<file path="src/rtl/cdb_complete_arbiter_pkg.sv">
// -----------------------------------------------------------------------------
// cdb_complete_arbiter_pkg
//   Shared machine-wide widths and the two packet formats exchanged between
//   the execute stage and the common data bus.
//     EX_COMPLETE : FU result packet (PR, result, halt, w, r)
//     CDB         : broadcast lane tag (PR, completed, halt, w, r)
//   rr_index    : modular scan helper for round-robin arbitration.
// -----------------------------------------------------------------------------
package cdb_complete_arbiter_pkg;

    localparam int unsigned WIDTH    = 2;
    localparam int unsigned PRF_SIZE = 64;
    localparam int unsigned XLEN     = 32;
    localparam int unsigned PR_W     = $clog2(PRF_SIZE);

    typedef struct packed {
        logic [PR_W-1:0] pr;
        logic [XLEN-1:0] result;
        logic            halt;
        logic            w;
        logic            r;
    } EX_COMPLETE;

    typedef struct packed {
        logic [PR_W-1:0] pr;
        logic            completed;
        logic            halt;
        logic            w;
        logic            r;
    } CDB;

    // (base + off) mod n, valid for base < n and off < n.
    function automatic int unsigned rr_index(input int unsigned base,
                                             input int unsigned off,
                                             input int unsigned n);
        int unsigned s;
        s = base + off;
        return (s >= n) ? (s - n) : s;
    endfunction

endpackage

</file>
<file path="src/rtl/cdb_complete_arbiter_fifo.sv">
// -----------------------------------------------------------------------------
// complete_fifo
//   BUF_DEPTH-entry circular FIFO of EX_COMPLETE packets for one FU channel.
//     i_clock  : clock
//     i_flush  : synchronous clear of all entries (wins over push/pop)
//     i_push   : write i_data (ignored when full)
//     i_data   : packet to enqueue
//     i_pop    : drop head (ignored when empty)
//     o_head   : current head packet
//     o_count  : entries held
//     o_full   : count == BUF_DEPTH
//     o_empty  : count == 0
// -----------------------------------------------------------------------------
module complete_fifo
    import cdb_complete_arbiter_pkg::*;
#(
    parameter int unsigned BUF_DEPTH = 2
) (
    input  logic                             i_clock,
    input  logic                             i_flush,
    input  logic                             i_push,
    input  EX_COMPLETE                       i_data,
    input  logic                             i_pop,
    output EX_COMPLETE                       o_head,
    output logic [$clog2(BUF_DEPTH+1)-1:0]   o_count,
    output logic                             o_full,
    output logic                             o_empty
);

    localparam int unsigned PTR_W = (BUF_DEPTH > 1) ? $clog2(BUF_DEPTH) : 1;
    localparam int unsigned CNT_W = $clog2(BUF_DEPTH + 1);

    EX_COMPLETE        r_mem [BUF_DEPTH];
    logic [PTR_W-1:0]  r_wr_ptr;
    logic [PTR_W-1:0]  r_rd_ptr;
    logic [CNT_W-1:0]  r_count;
    logic              w_do_push;
    logic              w_do_pop;

    function automatic logic [PTR_W-1:0] next_ptr(input logic [PTR_W-1:0] p);
        return (p == PTR_W'(BUF_DEPTH - 1)) ? '0 : p + 1'b1;
    endfunction

    assign o_full    = (r_count == CNT_W'(BUF_DEPTH));
    assign o_empty   = (r_count == '0);
    assign o_count   = r_count;
    assign o_head    = r_mem[r_rd_ptr];
    assign w_do_push = i_push && !o_full;
    assign w_do_pop  = i_pop && !o_empty;

    always_ff @(posedge i_clock) begin
        if (i_flush) begin
            r_wr_ptr <= '0;
            r_rd_ptr <= '0;
            r_count  <= '0;
        end else begin
            if (w_do_push) r_wr_ptr <= next_ptr(r_wr_ptr);
            if (w_do_pop)  r_rd_ptr <= next_ptr(r_rd_ptr);
            case ({w_do_push, w_do_pop})
                2'b10:   r_count <= r_count + 1'b1;
                2'b01:   r_count <= r_count - 1'b1;
                default: r_count <= r_count;
            endcase
        end
    end

    // Storage carries no reset; validity is tracked by r_count alone.
    always_ff @(posedge i_clock) begin
        if (!i_flush && w_do_push) r_mem[r_wr_ptr] <= i_data;
    end

endmodule

</file>
<file path="src/rtl/cdb_complete_arbiter.sv">
// -----------------------------------------------------------------------------
// cdb_complete_arbiter
//   Complete stage: one FIFO per FU result channel, round-robin drain of up to
//   CDB_WIDTH FIFO heads per cycle onto registered CDB lanes.
//     clock, reset  : clock, synchronous active-high reset
//     rollback_en   : flush FIFOs, CDB registers and round-robin pointer
//     fu_valid      : FU i presents fu_packet[i]
//     fu_packet     : per-FU result packet
//     fu_ready      : FIFO i not full (registered-count based)
//     cdb           : registered broadcast tag per lane
//     result        : registered result value per lane
//     occupancy     : entries held per FIFO
// -----------------------------------------------------------------------------
module cdb_complete_arbiter
    import cdb_complete_arbiter_pkg::*;
#(
    parameter int unsigned NUM_FU    = 6,
    parameter int unsigned CDB_WIDTH = WIDTH,
    parameter int unsigned BUF_DEPTH = 2
) (
    input  logic                                          clock,
    input  logic                                          reset,
    input  logic                                          rollback_en,
    input  logic [NUM_FU-1:0]                             fu_valid,
    input  EX_COMPLETE [NUM_FU-1:0]                       fu_packet,
    output logic [NUM_FU-1:0]                             fu_ready,
    output CDB [CDB_WIDTH-1:0]                            cdb,
    output logic [CDB_WIDTH-1:0][XLEN-1:0]                result,
    output logic [NUM_FU-1:0][$clog2(BUF_DEPTH+1)-1:0]    occupancy
);

    localparam int unsigned IDX_W = (NUM_FU > 1) ? $clog2(NUM_FU) : 1;
    localparam int unsigned GNT_W = $clog2(CDB_WIDTH + 1);

    logic                  w_flush;
    logic [NUM_FU-1:0]     w_full;
    logic [NUM_FU-1:0]     w_empty;
    logic [NUM_FU-1:0]     w_grant;
    EX_COMPLETE            w_head [NUM_FU];

    logic [IDX_W-1:0]      w_lane_sel [CDB_WIDTH];
    logic [CDB_WIDTH-1:0]  w_lane_vld;
    logic [IDX_W-1:0]      w_scan;
    logic [IDX_W-1:0]      w_last;
    logic [GNT_W-1:0]      w_n;
    logic                  w_any;

    logic [IDX_W-1:0]              r_rr_ptr;
    CDB [CDB_WIDTH-1:0]            r_cdb;
    logic [CDB_WIDTH-1:0][XLEN-1:0] r_result;

    assign w_flush  = reset || rollback_en;
    assign fu_ready = ~w_full;
    assign cdb      = r_cdb;
    assign result   = r_result;

    for (genvar i = 0; i < NUM_FU; i++) begin : g_fifo
        complete_fifo #(.BUF_DEPTH(BUF_DEPTH)) u_fifo (
            .i_clock (clock),
            .i_flush (w_flush),
            .i_push  (fu_valid[i] && fu_ready[i]),
            .i_data  (fu_packet[i]),
            .i_pop   (w_grant[i]),
            .o_head  (w_head[i]),
            .o_count (occupancy[i]),
            .o_full  (w_full[i]),
            .o_empty (w_empty[i])
        );
    end

    // Scan from r_rr_ptr; the n-th non-empty FIFO found is bound to lane n.
    always_comb begin
        w_grant    = '0;
        w_lane_vld = '0;
        w_any      = 1'b0;
        w_last     = '0;
        w_scan     = '0;
        w_n        = '0;
        for (int unsigned k = 0; k < CDB_WIDTH; k++) w_lane_sel[k] = '0;
        for (int unsigned j = 0; j < NUM_FU; j++) begin
            w_scan = IDX_W'(rr_index(32'(r_rr_ptr), j, NUM_FU));
            if (!w_empty[w_scan] && (w_n < GNT_W'(CDB_WIDTH))) begin
                for (int unsigned k = 0; k < CDB_WIDTH; k++) begin
                    if (GNT_W'(k) == w_n) begin
                        w_lane_sel[k] = w_scan;
                        w_lane_vld[k] = 1'b1;
                    end
                end
                w_grant[w_scan] = 1'b1;
                w_any           = 1'b1;
                w_last          = w_scan;
                w_n             = w_n + 1'b1;
            end
        end
    end

    always_ff @(posedge clock) begin
        if (reset || rollback_en) begin
            r_cdb    <= '0;
            r_result <= '0;
            r_rr_ptr <= '0;
        end else begin
            for (int unsigned k = 0; k < CDB_WIDTH; k++) begin
                if (w_lane_vld[k]) begin
                    r_cdb[k].pr        <= w_head[w_lane_sel[k]].pr;
                    r_cdb[k].completed <= 1'b1;
                    r_cdb[k].halt      <= w_head[w_lane_sel[k]].halt;
                    r_cdb[k].w         <= w_head[w_lane_sel[k]].w;
                    r_cdb[k].r         <= w_head[w_lane_sel[k]].r;
                    r_result[k]        <= w_head[w_lane_sel[k]].result;
                end else begin
                    r_cdb[k]    <= '0;
                    r_result[k] <= '0;
                end
            end
            if (w_any) begin
                r_rr_ptr <= (w_last == IDX_W'(NUM_FU - 1)) ? '0 : w_last + 1'b1;
            end
        end
    end

endmodule
</file>
<file path="config.mk">
export PLATFORM = sky130hd
export DESIGN_NAME = cdb_complete_arbiter
export DESIGN_NICKNAME = d
export VERILOG_FILES = /design/src/rtl/cdb_complete_arbiter_pkg.sv /design/src/rtl/cdb_complete_arbiter_fifo.sv /design/src/rtl/cdb_complete_arbiter.sv
export SDC_FILE = /design/constraint.sdc
export NUM_CORES = 1
export LEC_CHECK = 0
export BUFFER_PORTS_ARGS = -buffer_cell sky130_fd_sc_hd__buf_2
export CAP_MARGIN = 40
export CORE_MARGIN = 4
export CORE_UTILIZATION = 52
export DETAILED_ROUTE_END_ITERATION = 12
export GPL_TIMING_DRIVEN = 0
export HOLD_SLACK_MARGIN = 0.1
export PLACE_DENSITY = 0.75
export SKIP_CTS_REPAIR_TIMING = 1
export SYNTH_ARGS = -nofsm -noshare
export SYNTH_HDL_FRONTEND = slang
export SYNTH_SLANG_ARGS = --single-unit
</file>
<file path="constraint.sdc">
create_clock -name clock -period 5.85 [get_ports clock]
set_clock_uncertainty 0.2 [all_clocks]
set_input_delay 1.17 -clock clock [delete_from_list [all_inputs] [get_ports clock]]
set_output_delay 1.17 -clock clock [all_outputs]
set_load 0.01 [all_outputs]
</file>
; After elaboration in Yosys (flattened, before gate mapping)
; Memory sizes are Yosys's and may differ from the RTL's. A register that Yosys moved wholly into a read port is not among the register bits.
; Index checks and enable logic that the tools add are counted.
[op_classes]
addsub = 40
magnitude_cmp = 25
n_eq_ne = 24
mux = 134
bitwise = 10
reduce_logical = 73
[op_table]
columns = op, n
row1 = 41-bit binary-select mux with 3-bit select, 2
row2 = 41-bit 2-to-1 mux, 4
row3 = 3-bit 2-to-1 mux, 23
row4 = 6-bit 2-to-1 mux, 11
row5 = 1-bit 2-to-1 mux, 65
row6 = 1-bit logical AND, 35
row7 = 6-bit OR, 5
row8 = "2-bit equality test, second input constant", 12
row9 = "3-bit by 4-bit < comparator with 1-bit output, second input constant", 6
row10 = 2-bit case mux with 2 select lines, 6
row11 = 2-bit logical NOT, 11
row12 = "2-bit by 1-bit adder with 2-bit output, second input constant", 10
row13 = "4-bit by 3-bit greater-or-equal comparator with 1-bit output, second input constant", 5
row14 = 1-bit binary-select mux with 3-bit select, 6
row15 = 1-bit demux with 3-bit select, 6
row16 = "3-bit by 1-bit greater-or-equal comparator with 1-bit output, second input constant", 6
row17 = 1-bit logical NOT, 18
row18 = 2-bit 2-to-1 mux, 9
row19 = "3-bit subtractor, second input constant", 6
row20 = "1-bit adder, second input constant", 12
row21 = "2-bit by 1-bit equality test with 1-bit output, second input constant", 6
row22 = 2-bit nonzero test, 6
row23 = "2-bit by 1-bit subtractor with 2-bit output, second input constant", 6
row24 = "1-bit by 2-bit equality test with 1-bit output, first input constant", 5
row25 = 14 further kinds, 25
[totals]
register_bits = 111
ram_bits = 492
in_bits = 255
out_inout_bits = 102
wordCells = 343
memories = 6
[memory_table]
columns = memory, words, word_bits, read_ports, rd_ports_with_merged_regs, write_ports, line_no
row1 = g_fifo[0].u_fifo.r_mem, 2, 41, 1, 1, 1, cdb_complete_arbiter_fifo.sv:33  ; EX_COMPLETE r_mem [BUF_DEPTH];
row2 = g_fifo[1].u_fifo.r_mem, 2, 41, 1, 1, 1, cdb_complete_arbiter_fifo.sv:33
row3 = g_fifo[2].u_fifo.r_mem, 2, 41, 1, 1, 1, cdb_complete_arbiter_fifo.sv:33
row4 = g_fifo[3].u_fifo.r_mem, 2, 41, 1, 1, 1, cdb_complete_arbiter_fifo.sv:33
row5 = g_fifo[4].u_fifo.r_mem, 2, 41, 1, 1, 1, cdb_complete_arbiter_fifo.sv:33
row6 = g_fifo[5].u_fifo.r_mem, 2, 41, 1, 1, 1, cdb_complete_arbiter_fifo.sv:33

; Logic depth before layout (Yosys ltp)
; Gate-level depths: netlist of the first run.
[depth]
word_depth = 25
ltp_mapped = 30
depth_no_buf = 26

; Cells and area by module
; Synthesis of the first run repeated with hierarchy kept, for this count alone.
[hier_totals]
hier_cells = 2640
area_unflattened_um2 = 29839.9
[modules_own_cells]
columns = module, n_inst, cells_per_inst, area_each_um2, seq_area_each_um2
row1 = complete_fifo, 6, 153, 3170.5, 2562.5
row2 = cdb_complete_arbiter, 1, 1722, 10816.6, 1741.7

; Worst setup path before layout of the first run
; Ideal clock, no wire load.
[synth_timing]
path_type = flip-flop to flip-flop
startpoint = reg r_rr_ptr[0]
endpoint = reg r_result (netlist bit result[13])
setup_time_ns = 0.138
arrival_time_ns = 6.128
required_ns = 5.512
path_slack_ns = -0.616
path_stages_with_launch = 28
path_buffers = 7
synth_period_minus_slack_ns = 6.466
path_cell_list = dfxtp_1 buf_4 inv_2 clkbuf_1 ha_1 buf_2 o21a_1 or2_1 clkbuf_1 o211ai_2 inv_1 ha_1 nor3_2 buf_2 xnor2_1 ha_1 o21ai_2 inv_2 ha_1 or3b_2 a2111o_1 nand2_2 mux2i_4 buf_2 buf_2 nor2_1 a21oi_1 o221ai_1
[synth_between]
elab_chain_cells = 24
elab_cells_between_ends = 92
classes_between = add/sub: 15 / order compare: 11 / mux: 48 / bitwise: 2 / reduce/logical: 16
[synth_lines]
columns = item, line_no
row1 = start: declaration, cdb_complete_arbiter.sv:48  ; logic [IDX_W-1:0] r_rr_ptr;
row2 = start signal: assignment, cdb_complete_arbiter.sv:117  ; r_rr_ptr <= (w_last == IDX_W'(NUM_FU - 1)) ? '0 : w_last + 1'b1;
row3 = "3-bit by 1-bit adder with 4-bit output, or another cell as far along", cdb_complete_arbiter_pkg.sv:37  ; s = base + off;
row4 = "4-bit by 3-bit greater-or-equal comparator with 1-bit output, or another cell as far along", cdb_complete_arbiter_pkg.sv:38  ; return (s >= n) ? (s - n) : s;
row5 = 3-bit 2-to-1 mux or 1-bit binary-select mux with 3-bit select (tied branches), "cdb_complete_arbiter_pkg.sv:38, cdb_complete_arbiter.sv:82"
row6 = 1-bit binary-select mux with 3-bit select or 1-bit 2-to-1 mux (tied branches), cdb_complete_arbiter.sv:82  ; if (!w_empty[w_scan] && (w_n < GNT_W'(CDB_WIDTH))) begin
row7 = 1-bit 2-to-1 mux (not written as such), cdb_complete_arbiter.sv:82
row8 = 1-bit logical NOT or 2-bit < comparator (tied branches), cdb_complete_arbiter.sv:82
row9 = 1-bit logical AND, cdb_complete_arbiter.sv:82
row10 = 2-bit 2-to-1 mux, cdb_complete_arbiter.sv:82
row11 = [... 7 more ...], n/a
row12 = 1-bit logical AND, cdb_complete_arbiter.sv:82
row13 = 2-bit 2-to-1 mux, cdb_complete_arbiter.sv:82
row14 = 2-bit < comparator or 2-bit logical NOT (tied branches), "cdb_complete_arbiter.sv:82, cdb_complete_arbiter.sv:84"
row15 = 1-bit logical AND or 3-bit 2-to-1 mux (tied branches), "cdb_complete_arbiter.sv:82, cdb_complete_arbiter.sv:84"
row16 = 6-bit 2-to-1 mux, cdb_complete_arbiter.sv:82
row17 = 3-bit NOT with 4-bit output (not written as such), cdb_complete_arbiter.sv:110  ; r_result[k] <= w_head[w_lane_sel[k]].result;
row18 = 41-bit binary-select mux with 3-bit select, cdb_complete_arbiter.sv:110
row19 = 41-bit 2-to-1 mux (not written as such) (2 in series), cdb_complete_arbiter.sv:110
row20 = end signal: indexed assignment, cdb_complete_arbiter.sv:110
row21 = end: declaration, cdb_complete_arbiter.sv:50  ; logic [CDB_WIDTH-1:0][XLEN-1:0] r_result;
; Several ways; a longest one is shown, not always the timed one. The select of a mux whose other input is x is not followed.
; A chain may end at the register's enable or synchronous reset.

; Worst setup path in the final report of the first run
[layout_timing]
startpoint = reg r_rr_ptr[0]
endpoint = reg r_cdb (netlist bit cdb[2])
[layout_between]
elab_chain_cells = 24
elab_cells_between_ends = 92
classes_between = add/sub: 15 / order compare: 11 / mux: 48 / bitwise: 2 / reduce/logical: 16
[layout_lines]
columns = item, line_no
row1 = "3-bit by 1-bit adder with 4-bit output, or another cell as far along", cdb_complete_arbiter_pkg.sv:37
row2 = "4-bit by 3-bit greater-or-equal comparator with 1-bit output, or another cell as far along", cdb_complete_arbiter_pkg.sv:38
row3 = 3-bit 2-to-1 mux or 1-bit binary-select mux with 3-bit select (tied branches), "cdb_complete_arbiter_pkg.sv:38, cdb_complete_arbiter.sv:82"
row4 = 1-bit binary-select mux with 3-bit select or 1-bit 2-to-1 mux (tied branches), cdb_complete_arbiter.sv:82
row5 = 1-bit 2-to-1 mux (not written as such), cdb_complete_arbiter.sv:82
row6 = 1-bit logical NOT or 2-bit < comparator (tied branches), cdb_complete_arbiter.sv:82
row7 = 1-bit logical AND, cdb_complete_arbiter.sv:82
row8 = 2-bit 2-to-1 mux, cdb_complete_arbiter.sv:82
row9 = [... 7 more ...], n/a
row10 = 1-bit logical AND, cdb_complete_arbiter.sv:82
row11 = 2-bit 2-to-1 mux, cdb_complete_arbiter.sv:82
row12 = 2-bit < comparator or 2-bit logical NOT (tied branches), "cdb_complete_arbiter.sv:82, cdb_complete_arbiter.sv:84"
row13 = 1-bit logical AND or 3-bit 2-to-1 mux (tied branches), "cdb_complete_arbiter.sv:82, cdb_complete_arbiter.sv:84"
row14 = 6-bit 2-to-1 mux, cdb_complete_arbiter.sv:82
row15 = 3-bit NOT with 4-bit output (not written as such), cdb_complete_arbiter.sv:107  ; r_cdb[k].halt <= w_head[w_lane_sel[k]].halt;
row16 = 41-bit binary-select mux with 3-bit select, cdb_complete_arbiter.sv:107
row17 = 41-bit 2-to-1 mux (2 in series), n/a
row18 = end: declaration, cdb_complete_arbiter.sv:49  ; CDB [CDB_WIDTH-1:0] r_cdb;
; Several ways; a longest one is shown, not always the timed one. The select of a mux whose other input is x is not followed.

==> metrics.yaml, run 1 <==
status: "finished, violations left"
violations: "negative setup slack"
vdd_drop_max_mv: 0.652
cts_buffers: 60
nFillCells: 3408
placed_area_um2: 29800
yosysSeqAreaShare_pct: 64.8
vias: 19000
yosysUniqueCellTypes: 81
fin_util_pct: 68.2
first_pass_iters: 6
clock_path_buffers: 3
netlist_area_um2: 26400
layout_min_cycle_time_ns: 6.05
wl_mm: 85.0
initial_utilization_pct: 52.6
power_density_nw_per_um2: 677
yosys-mux-area-fraction_pct: 16.9
htree_num_levels: 2
avgSynthCellArea_um2: 14.2
p_switching_mw: 9.65
place.gp.congestion: 0.908
synth_xor_area_share_pct: 1.03
dp_slack_ns: -1.69
grt_max_degree: 17
syn_inst: 1861
worstSkewPairLatency_ns: 0.64
startpoint_type: "register"
cap_violations: 0
grt-ovfl-total: 0
dp_hpwl_mm: 61.9
pwr-share-seq_pct: 21.5
port_buffers: 356
min_period_over_period_pct: 103
synth_ff_type: "edfxtp_1"
worst_slack_ns: -0.201
grt_setup_unrepaired: "yes"
cp_data_arrival_time_ns: 6.39
hold_ws_ns: 0.314
finalMaxSlewViolations: 0
fp.coreArea_um2: 50200
pwr-share-comb_pct: 60.6
via_per_inst: 6.03
yosysWarnings: 0
grt_pass1_wl_mm: 117
cp_data_required_time_ns: 6.19
cts_root_buf: "clkbuf_16"
cts_tree: "built"
die_area_um2: 54400
fmax_mhz: 165
die_x_um: 233
setup_viol: 81
fin_total_pwr_mw: 23.2
worstMarginPinSlew_ns: 0.906
syn_to_final_growth_pct: 29.6
layout-drive-gt1-share_pct: 39.7
setup-tns-final_ns: -8.09
yosys.area_share.simple_pct: 5.06
wire_per_inst_um: 27.0
clkPwrFrac_pct: 17.9
cp-end-kind: "register"
drc: 0
clock-sinks: 609
synth_edf_count: 492
synthAdderAreaFrac_pct: 1.09
synth_compound_area_share_pct: 8.59
grtUsageTotal_pct: 29.2
synth.ff_latch_count: 609
multi_input_area_um2: 9830
layout.cells.non_filler: 3154
hold_viol: 0
synth_top_family_by_area: "multiplexers"
ioPinCount: 357
ant_nets: 0
rows: 82
syn_nets: 2139
antenna_found_initial: 30
final_nets: 2689
leakage_nw: 12.7
cp_max_fo: 10
design_area_um2: 34200
place_inst: 2960
async_flop_share_pct: 0
worstSetupPathType: "reg2reg"
regArea_um2: 17100
switching_share_pct: 41.7
die_h_um: 233
drt_iter0_drc: 2039
clk_pin_slew_worst_paths_ns: 0.07
hold_path_class: "reg2reg"
max-slew-margin-rel_pct: 39.6
p_int_mw: 13.5
grt_pass1_vias: 18500
## layout make-up
cell class	count	area share [%]
multi-input combinational	1114	28.7
clock inverter	27	1.15
clock buffer	87	5.16
antenna	19	0.139
sequential	609	50.1
timing repair buffer	494	9.21
tap	672	2.46
buffer	110	2.79
inverter	22	0.293
## worst max-delay path, stage by stage, from the launching register on
cell and delay (ns):
dfxtp_4 0.37, buf_4 0.11, buf_4 0.15, nor3b_4 0.34, or2_0 0.21, clkbuf_2 0.21, o211ai_1 0.19, o211ai_4 0.21
inv_2 0.11, ha_4 0.19, nor3_4 0.23, buf_6 0.15, xnor2_4 0.14, ha_4 0.25, o21ai_4 0.21, inv_4 0.07
ha_4 0.28, or3b_4 0.37, a2111o_1 0.51, nand2_4 0.16, mux2i_4 0.27, buf_12 0.18, buf_6 0.21, clkbuf_4 0.27
a21oi_1 0.11, o221ai_2 0.23
## power groups by stage
stage	Sequential [mW]	Clock (mW)	Combinational (mW)
after floorplan	5.11	0	7.08
after global placement	5.09	0	9.97
after detailed placement	5.08	0	10.2
after CTS	4.99	4.17	10.2
after global routing	5.00	4.34	14.5
final	4.99	4.14	14.0
## registers in the layout, summed over array words and instances (netlist names), named ones only
signal and cells:
cdb 20, g_fifo.u_fifo.o_count 12, g_fifo.u_fifo.r_mem 492, g_fifo.u_fifo.r_rd_ptr 6
g_fifo.u_fifo.r_wr_ptr 6, r_rr_ptr 3, result 64
## Yosys cell counts (7+ instances only)
cell      instances  area [µm²]
mux2_2           89        1000
o211ai_1          8        60.1
nand2_1          99         372
and2_1           11        68.8
inv_1            18        67.6
nor3_1           21         105
o221ai_1         42         368
mux2i_1         339        3390
o21ai_1          41         205
dfxtp_1         117        2340
a211oi_1         15         113
nor2_1          103         387
buf_2            33         165
xnor2_1          21         184
a21oi_1          73         365
xor2_1           10        87.6
o21ai_0          54         270
ha_1             23         288
clkbuf_1         69         259
nand3_1           9        45.0
or3_1            11        68.8
edfxtp_1        492       14800
a22oi_1          43         323
buf_4             7        52.6
nand2b_1          9        56.3
## cells in the final DEF, fill, tap and decap left out, drive strengths merged, types with 3 or more instances in the layout
cell type | synthesis | routed
buf | 47 | 540
edfxtp | 492 | 492
mux2i | 340 | 340
clkbuf | 69 | 151
dfxtp | 117 | 117
nor2 | 103 | 103
nand2 | 100 | 100
o21ai | 96 | 96
mux2 | 89 | 89
a21oi | 73 | 73
a22oi | 43 | 43
o221ai | 42 | 42
inv | 22 | 24
ha | 23 | 23
nor3 | 23 | 23
xnor2 | 21 | 21
diode | 0 | 19
a211oi | 17 | 17
clkinv | 0 | 14
and2 | 12 | 12
or3 | 11 | 11
xor2 | 10 | 10
o211ai | 10 | 10
nand2b | 9 | 9
nand3 | 9 | 9
bufinv | 0 | 8
or2 | 7 | 7
a21o | 6 | 6
a31oi | 5 | 5
nor3b | 4 | 4
o31ai | 4 | 4
a221oi | 4 | 4
a211o | 3 | 3
nand3b | 3 | 3
a2111o | 3 | 3
clkinvlp | 0 | 3
o32ai | 3 | 3
o2111ai | 3 | 3
## cell families (layout without fill, tap and decap cells)
logic type,Yosys count,in the layout
other,0,19
buffers and inverters,138,740
and+or+nand+nor,293,293
DFF,609,609
muxes,431,431
adders and majority gates,23,23
xor gates and xnor gates,31,31
AOI/OAI and AO/OA,336,336
## layer usage
metal	routed length [µm]	vias to the layer above	GRT usage (%)
met5	96	-	0
met4	3490	16	10.9
met3	7300	230	5.40
met2	40600	1040	47.4
met1	33500	9486	39.3
li1	-	8254	-
## worst paths after layout
kind / from / to / slack, ns / cells after the start
max reg2reg: r_rr_ptr[0]$_SDFFE_PP0P_ / cdb[2]$_SDFF_PP0_ / -0.20 / 25
min: g_fifo[2].u_fifo.r_rd_ptr$_SDFFE_PP0P_ / register / 0.31 / 2
min reg2reg: g_fifo[2].u_fifo.r_rd_ptr$_SDFFE_PP0P_ / register / 0.31 / 2
max: r_rr_ptr[0]$_SDFFE_PP0P_ / cdb[2]$_SDFF_PP0_ / -0.20 / 25
Power figures use the tool's default switching activity.
==> inputs of run 2 (changes only) <==
Settings changed: PLACE_DENSITY 0.75 to 0.82.
==> run 2 against run 1 <==
The flow still finishes with violations (negative setup slack). Die area unchanged. Global-route usage increased by 0.14 points. Critical path type unchanged. Setup slack improved by 0.056 ns. Register-to-register slack improved by 0.06 ns. Combinational power increased by 10%. Clock-buffer cell count decreased by 14. Hold slack improved by 0.0037 ns.
==> metrics.yaml, run 2 (same netlist as run 1, synthesis figures left out) <==
ant_nets: 0  # unchanged
grt_pass1_wl_mm: 118  # was 117 mm
cp_data_required_time_ns: 6.13  # was 6.19 ns
status: "finished, violations left"  # unchanged
initial_utilization_pct: 52.6  # unchanged
die_area_um2: 54400  # unchanged
regMostFlops: "g_fifo.u_fifo.r_mem"  # unchanged
antenna_found_initial: 29  # was 30
grt-ovfl-total: 0  # unchanged
layout.cells.non_filler: 3157  # was 3154
leakage_nw: 12.7  # about the same
power_density_nw_per_um2: 712  # was 677 nW/µm²
max-slew-margin-rel_pct: 40.0  # was 39.6%
fin_util_pct: 68.2  # about the same
place_inst: 2955  # was 2960
vdd_drop_max_mv: 0.545  # was 0.652 mV
cts_root_buf: "clkbuf_16"  # unchanged
setup_viol: 68  # was 81
hp-start: "g_fifo[4].u_fifo.r_rd_ptr$_SDFFE_PP0P_"  # was g_fifo[2].u_fifo.r_rd_ptr$_SDFFE_PP0P_
largest_reg_flops: 492  # unchanged
startpoint_type: "register"  # unchanged
wl_mm: 87.4  # was 85.0 mm
worstSkewPairLatency_ns: 0.63  # was 0.64 ns
fp.coreArea_um2: 50200  # unchanged
timing.reg2reg.setup_slack_ns: -0.14  # was -0.20 ns
grt_max_degree: 17  # unchanged
die_x_um: 233  # unchanged
cap_violations: 0  # unchanged
cp_data_arrival_time_ns: 6.27  # was 6.39 ns
syn_to_final_growth_pct: 29.6  # about the same
ff2ff_path_depth: 27  # was 25
cp-end-kind: "register"  # unchanged
min_period_over_period_pct: 102  # was 103%
die_h_um: 233  # unchanged
reg2reg_to: "result[26]$_SDFF_PP0_"  # was cdb[2]$_SDFF_PP0_
place.gp.congestion: 0.901  # was 0.908
grt_setup_unrepaired: "yes"  # unchanged
clock_path_buffers: 3  # unchanged
mostFrequentLayoutCells: "edfxtp_1, buf_2, mux2i_1, dfxtp_1, buf_4"  # unchanged
cts_buffers: 58  # was 60
finalMaxSlewViolations: 0  # unchanged
hold_path_class: "reg2reg"  # unchanged
hold_depth: 2  # unchanged
whs_endpoint: "g_fifo[4].u_fifo.r_rd_ptr$_SDFFE_PP0P_"
mostFrequentLayoutCell: "edfxtp_1"  # unchanged
grt_pass1_vias: 18600  # was 18500
ioPinCount: 357  # unchanged
vias: 19300  # was 19000
violations: "negative setup slack"  # unchanged
htree_num_levels: 2  # unchanged
first_pass_iters: 5  # was 6
cp_max_fo: 8  # was 10
rows: 82  # unchanged
cts_tree: "built"  # unchanged
final_nets: 2690  # was 2689
grtUsageTotal_pct: 29.3  # was 29.2%
drt_iter0_drc: 2649  # was 2039
worstMarginPinSlew_ns: 0.900  # was 0.906 ns
worst_slack_ns: -0.145  # was -0.201 ns
clock-sinks: 609  # unchanged
via_per_inst: 6.12  # was 6.03
clk_pin_slew_worst_paths_ns: 0.06  # was 0.07 ns
crit-reg2reg-launch: "r_rr_ptr[0]$_SDFFE_PP0P_"  # unchanged
fmax_mhz: 167  # was 165 MHz
port_buffers: 356  # unchanged
wire_per_inst_um: 27.7  # was 27.0 µm
worstSetupPathType: "reg2reg"  # unchanged
dp_hpwl_mm: 62.0  # was 61.9 mm
layout-drive-gt1-share_pct: 38.6  # was 39.7%
layout_min_cycle_time_ns: 5.99  # was 6.05 ns
hold_viol: 0  # unchanged
drc: 0  # unchanged
run 2: where the power goes:
group          internal [mW]  total, mW  switching [mW]
sequential              4.91       4.99          0.0748
combinational           7.07       15.4            8.30
clock                   2.32       3.99            1.67
total                   14.3       24.4            10.0
run 2: metal layers:
metal | up-vias | part of all wire [%] | routed length [µm] | global-route usage (%)
li1 | 8262 | - | - | -
met1 | 9432 | 38 | 33000 | 38.6
met2 | 1341 | 47 | 41400 | 48.4
met3 | 278 | 9.9 | 8680 | 5.68
met4 | 6 | 4.9 | 4280 | 11.0
met5 | - | 0.062 | 54 | 0
run 2: worst max-delay path by stage:
stage	startpoint	end	slack, ns	cells after the start
after floorplan	r_rr_ptr[0]$_SDFFE_PP0P_	result[62]$_SDFF_PP0_	0.006	27
after global routing	r_rr_ptr[0]$_SDFFE_PP0P_	result[60]$_SDFF_PP0_	-0.28	26
after detailed placement	r_rr_ptr[1]$_SDFFE_PP0P_	cdb[1]$_SDFF_PP0_	-1.83	23
after CTS	r_rr_ptr[1]$_SDFFE_PP0P_	result[1]$_SDFF_PP0_	-1.87	23
final	r_rr_ptr[0]$_SDFFE_PP0P_	result[26]$_SDFF_PP0_	-0.14	27
after global placement	rollback_en	g_fifo[0].u_fifo.r_mem[1][15]$_DFFE_PP_	-3.09	5
run 2: stage by stage:
step / power (mW) / TNS, ns / setup WS, ns / cell area (µm²) / hold slack [ns]
3_5_place_dp: 15.2 / -159.47 / -1.83 / 29700 / 0.299
3_3_place_gp: 15.0 / -1370.59 / -3.09 / 29100 / 0.291
5_1_grt: 25.1 / -16.40 / -0.277 / 34200 / 0.359
2_1_floorplan: 12.2 / 0 / 0.00630 / 26500 / 0.280
4_1_cts: 19.2 / -161.46 / -1.87 / 31800 / 0.315
6_report: 24.4 / -4.98 / -0.145 / 34200 / 0.318
run 2: worst max-delay path: stages, from the launching register on:
cell and delay (ns):
dfxtp_4 0.38, buf_8 0.14, inv_8 0.05, buf_12 0.13, ha_4 0.23, buf_4 0.14, a211oi_4 0.27, o211ai_1 0.24
o211ai_4 0.21, inv_2 0.10, ha_4 0.20, nor3_4 0.24, buf_6 0.15, xnor2_4 0.13, ha_4 0.24, o21ai_4 0.20
inv_2 0.08, ha_4 0.29, or3b_4 0.38, a2111o_1 0.51, nand2_4 0.15, mux2i_4 0.31, buf_12 0.21, buf_12 0.18
clkbuf_16 0.18, nor2_1 0.05, a21oi_1 0.15, o221ai_2 0.12
run 2: layout make-up:
class / count / area, µm²
sequential: 609 / 17100
fill: 3339 / 15900
multi-input combinational: 1114 / 9750
timing repair buffer: 497 / 3300
clock buffer: 73 / 1580
buffer: 110 / 1010
tap: 672 / 841
clock inverter: 36 / 463
inverter: 22 / 92.6
antenna: 24 / 60.1
==> inputs of run 3 (changes only) <==
--- a/config.mk
+++ b/config.mk
@@ -15,4 +15,5 @@
 export PLACE_DENSITY = 0.82
 export SKIP_CTS_REPAIR_TIMING = 1
+export SKIP_LAST_GASP = 1
 export SYNTH_ARGS = -nofsm -noshare
 export SYNTH_HDL_FRONTEND = slang
==> constraint.sdc (replaced) <==
create_clock -name clock -period 5.85 [get_ports clock]
set_clock_uncertainty 0.2 [all_clocks]
set_input_delay 0.585 -clock clock [delete_from_list [all_inputs] [get_ports clock]]
set_output_delay 0.585 -clock clock [all_outputs]
set_load 0.01 [all_outputs]
==> run 3 against run 2 <==
The run still ends with negative setup slack left. Clock-buffer cell count is the same. Final area grew 6.8%. Routed wire length grew 14%. Sequential cell count is the same. Sequential power is essentially flat. Register-to-register slack lost 0.04 ns. Die area is the same. Via count grew 11%. Utilization grew 4.7 points. Sequential share of layout area shrank 3.2 points. Power grew 1.2%.
==> metrics.yaml, run 3 (same netlist as run 1, synthesis figures left out) <==
status: "finished, violations left"  # unchanged
violations: "negative setup slack"  # unchanged
nFillCells: 2946  # was 3339
syn_to_final_growth_pct: 38.5  # was 29.6%
cts_buffers: 58  # unchanged
clock_path_buffers: 3  # unchanged
largest_reg_flops: 492  # unchanged
cp_max_fo: 8  # unchanged
rows: 82  # unchanged
drc: 0  # unchanged
fmax_mhz: 166  # was 167 MHz
clk_pin_slew_worst_paths_ns: 0.08  # was 0.06 ns
fp.coreArea_um2: 50200  # unchanged
layout-drive-gt1-share_pct: 34.4  # was 38.6%
ant_nets: 0  # unchanged
cts_tree: "built"  # unchanged
die_h_um: 233  # unchanged
place.gp.congestion: 0.901  # unchanged
hold_viol: 0  # unchanged
grt_pass1_vias: 18600  # unchanged
cp_data_required_time_ns: 6.21  # was 6.13 ns
grt_max_degree: 17  # unchanged
final_nets: 2936  # was 2690
clock-sinks: 609  # unchanged
cts_root_buf: "clkbuf_16"  # unchanged
grt-ovfl-total: 0  # unchanged
antenna_found_initial: 16  # was 29
worstSetupPathType: "reg2reg"  # unchanged
grt_setup_unrepaired: "yes"  # unchanged
layout_min_cycle_time_ns: 6.03  # was 5.99 ns
startpoint_type: "register"  # unchanged
place_inst: 2955  # unchanged
worstMarginPinSlew_ns: 1.00  # was 0.900 ns
slowest_delay_ns: 0.51  # about the same
wire_per_inst_um: 29.3  # was 27.7 µm
die_area_um2: 54400  # unchanged
min_period_over_period_pct: 103  # was 102%
mostFrequentLayoutCell: "edfxtp_1"  # unchanged
first_pass_iters: 7  # was 5
die_x_um: 233  # unchanged
setup_viol: 69  # was 68
cp_data_arrival_time_ns: 6.39  # was 6.27 ns
power_density_nw_per_um2: 674  # was 712 nW/µm²
setup-tns-final_ns: -4.78  # was -4.98 ns
finalMaxSlewViolations: 0  # unchanged
ioPinCount: 357  # unchanged
htree_num_levels: 2  # unchanged
mostFrequentLayoutCells: "edfxtp_1, buf_2, mux2i_1, dlygate4sd3_1, dfxtp_1"  # was edfxtp_1, buf_2, mux2i_1, dfxtp_1, buf_4
drt_iter0_drc: 3106  # was 2649
wl_mm: 99.5  # was 87.4 mm
fin_util_pct: 72.9  # was 68.2%
regMostFlops: "g_fifo.u_fifo.r_mem"  # unchanged
initial_utilization_pct: 52.6  # unchanged
regArea_um2: 17100  # unchanged
cp-end-kind: "register"  # unchanged
hold_ws_ns: 0.153  # was 0.318 ns
layout.cells.non_filler: 3398  # was 3157
leakage_nw: 13.7  # was 12.7 nW
dp_hpwl_mm: 62.0  # unchanged
vdd_drop_max_mv: 0.611  # was 0.545 mV
worst_slack_ns: -0.182  # was -0.145 ns
grtUsageTotal_pct: 29.3  # unchanged
grt_pass1_wl_mm: 118  # unchanged
vias: 21400  # was 19300
max-slew-margin-rel_pct: 33.2  # was 40.0%
fin_total_pwr_mw: 24.6  # was 24.4 mW
hold_path_class: "in2reg"  # was reg2reg
worstSkewPairLatency_ns: 0.64  # was 0.63 ns
port_buffers: 356  # unchanged
cap_violations: 0  # unchanged
via_per_inst: 6.31  # was 6.12
cpMaxStageDelayCell: "a2111o_1"  # unchanged
multi_input_area_um2: 9670  # was 9750 µm²
[run 3: cell count changes in the layout (fill, tap and decap cells not counted), sizes merged]
cell         change
dlygate4sd3    +246
diode            -5
[run 3: cell type report]
class                      instances  share of cell area, %
sequential                       609                   46.8
multi-input combinational       1114                   26.4
timing repair buffer             743                   15.7
clock buffer                      73                   4.32
buffer                           110                   2.71
tap                              672                   2.30
clock inverter                    36                   1.27
inverter                          22                  0.253
antenna                           19                  0.130
[run 3: routing by layer]
metal | vias to the layer above | share of wire (%) | global-route usage, %
met5 | - | 0.019 | 0
met4 | 4 | 5.8 | 11.0
met3 | 451 | 11 | 5.68
met2 | 1879 | 48 | 48.4
met1 | 10300 | 35 | 38.6
li1 | 8756 | - | -
[run 3: per-stage QoR]
stage | cell area [µm²] | setup WS (ns)
2_1_floorplan | 26500 | 0.00630
3_3_place_gp | 29100 | -2.50
3_5_place_dp | 29700 | -1.83
4_1_cts | 31800 | -1.87
5_1_grt | 36500 | -0.353
6_report | 36600 | -0.182
[run 3: worst max-delay path, delay by kind of cell (launching register included)]
kind,cells,cell delay [ns]
multiplexers,3,0.91
buffers and inverters,9,1.13
adder cells (fa/ha/maj),4,1.05
AO/OA/AOI/OAI,6,1.67
AND/OR/NAND/NOR,3,0.61
flip-flops,1,0.38
[run 3: final timing paths]
path	startpoint	end	slack, ns	cells after the start
max	r_rr_ptr[0]$_SDFFE_PP0P_	result[2]$_SDFF_PP0_	-0.18	25
min reg2reg	g_fifo[2].u_fifo.r_rd_ptr$_SDFFE_PP0P_	g_fifo[2].u_fifo.r_rd_ptr$_SDFFE_PP0P_	0.32	2
max reg2reg	r_rr_ptr[0]$_SDFFE_PP0P_	result[2]$_SDFF_PP0_	-0.18	25
min	reset	r_rr_ptr[1]$_SDFFE_PP0P_	0.15	4
[run 3: report_power, final]
group / internal (mW) / switching (mW)
combinational: 7.05 / 8.51
sequential: 4.91 / 0.0845
clock: 2.32 / 1.75
total: 14.3 / 10.3
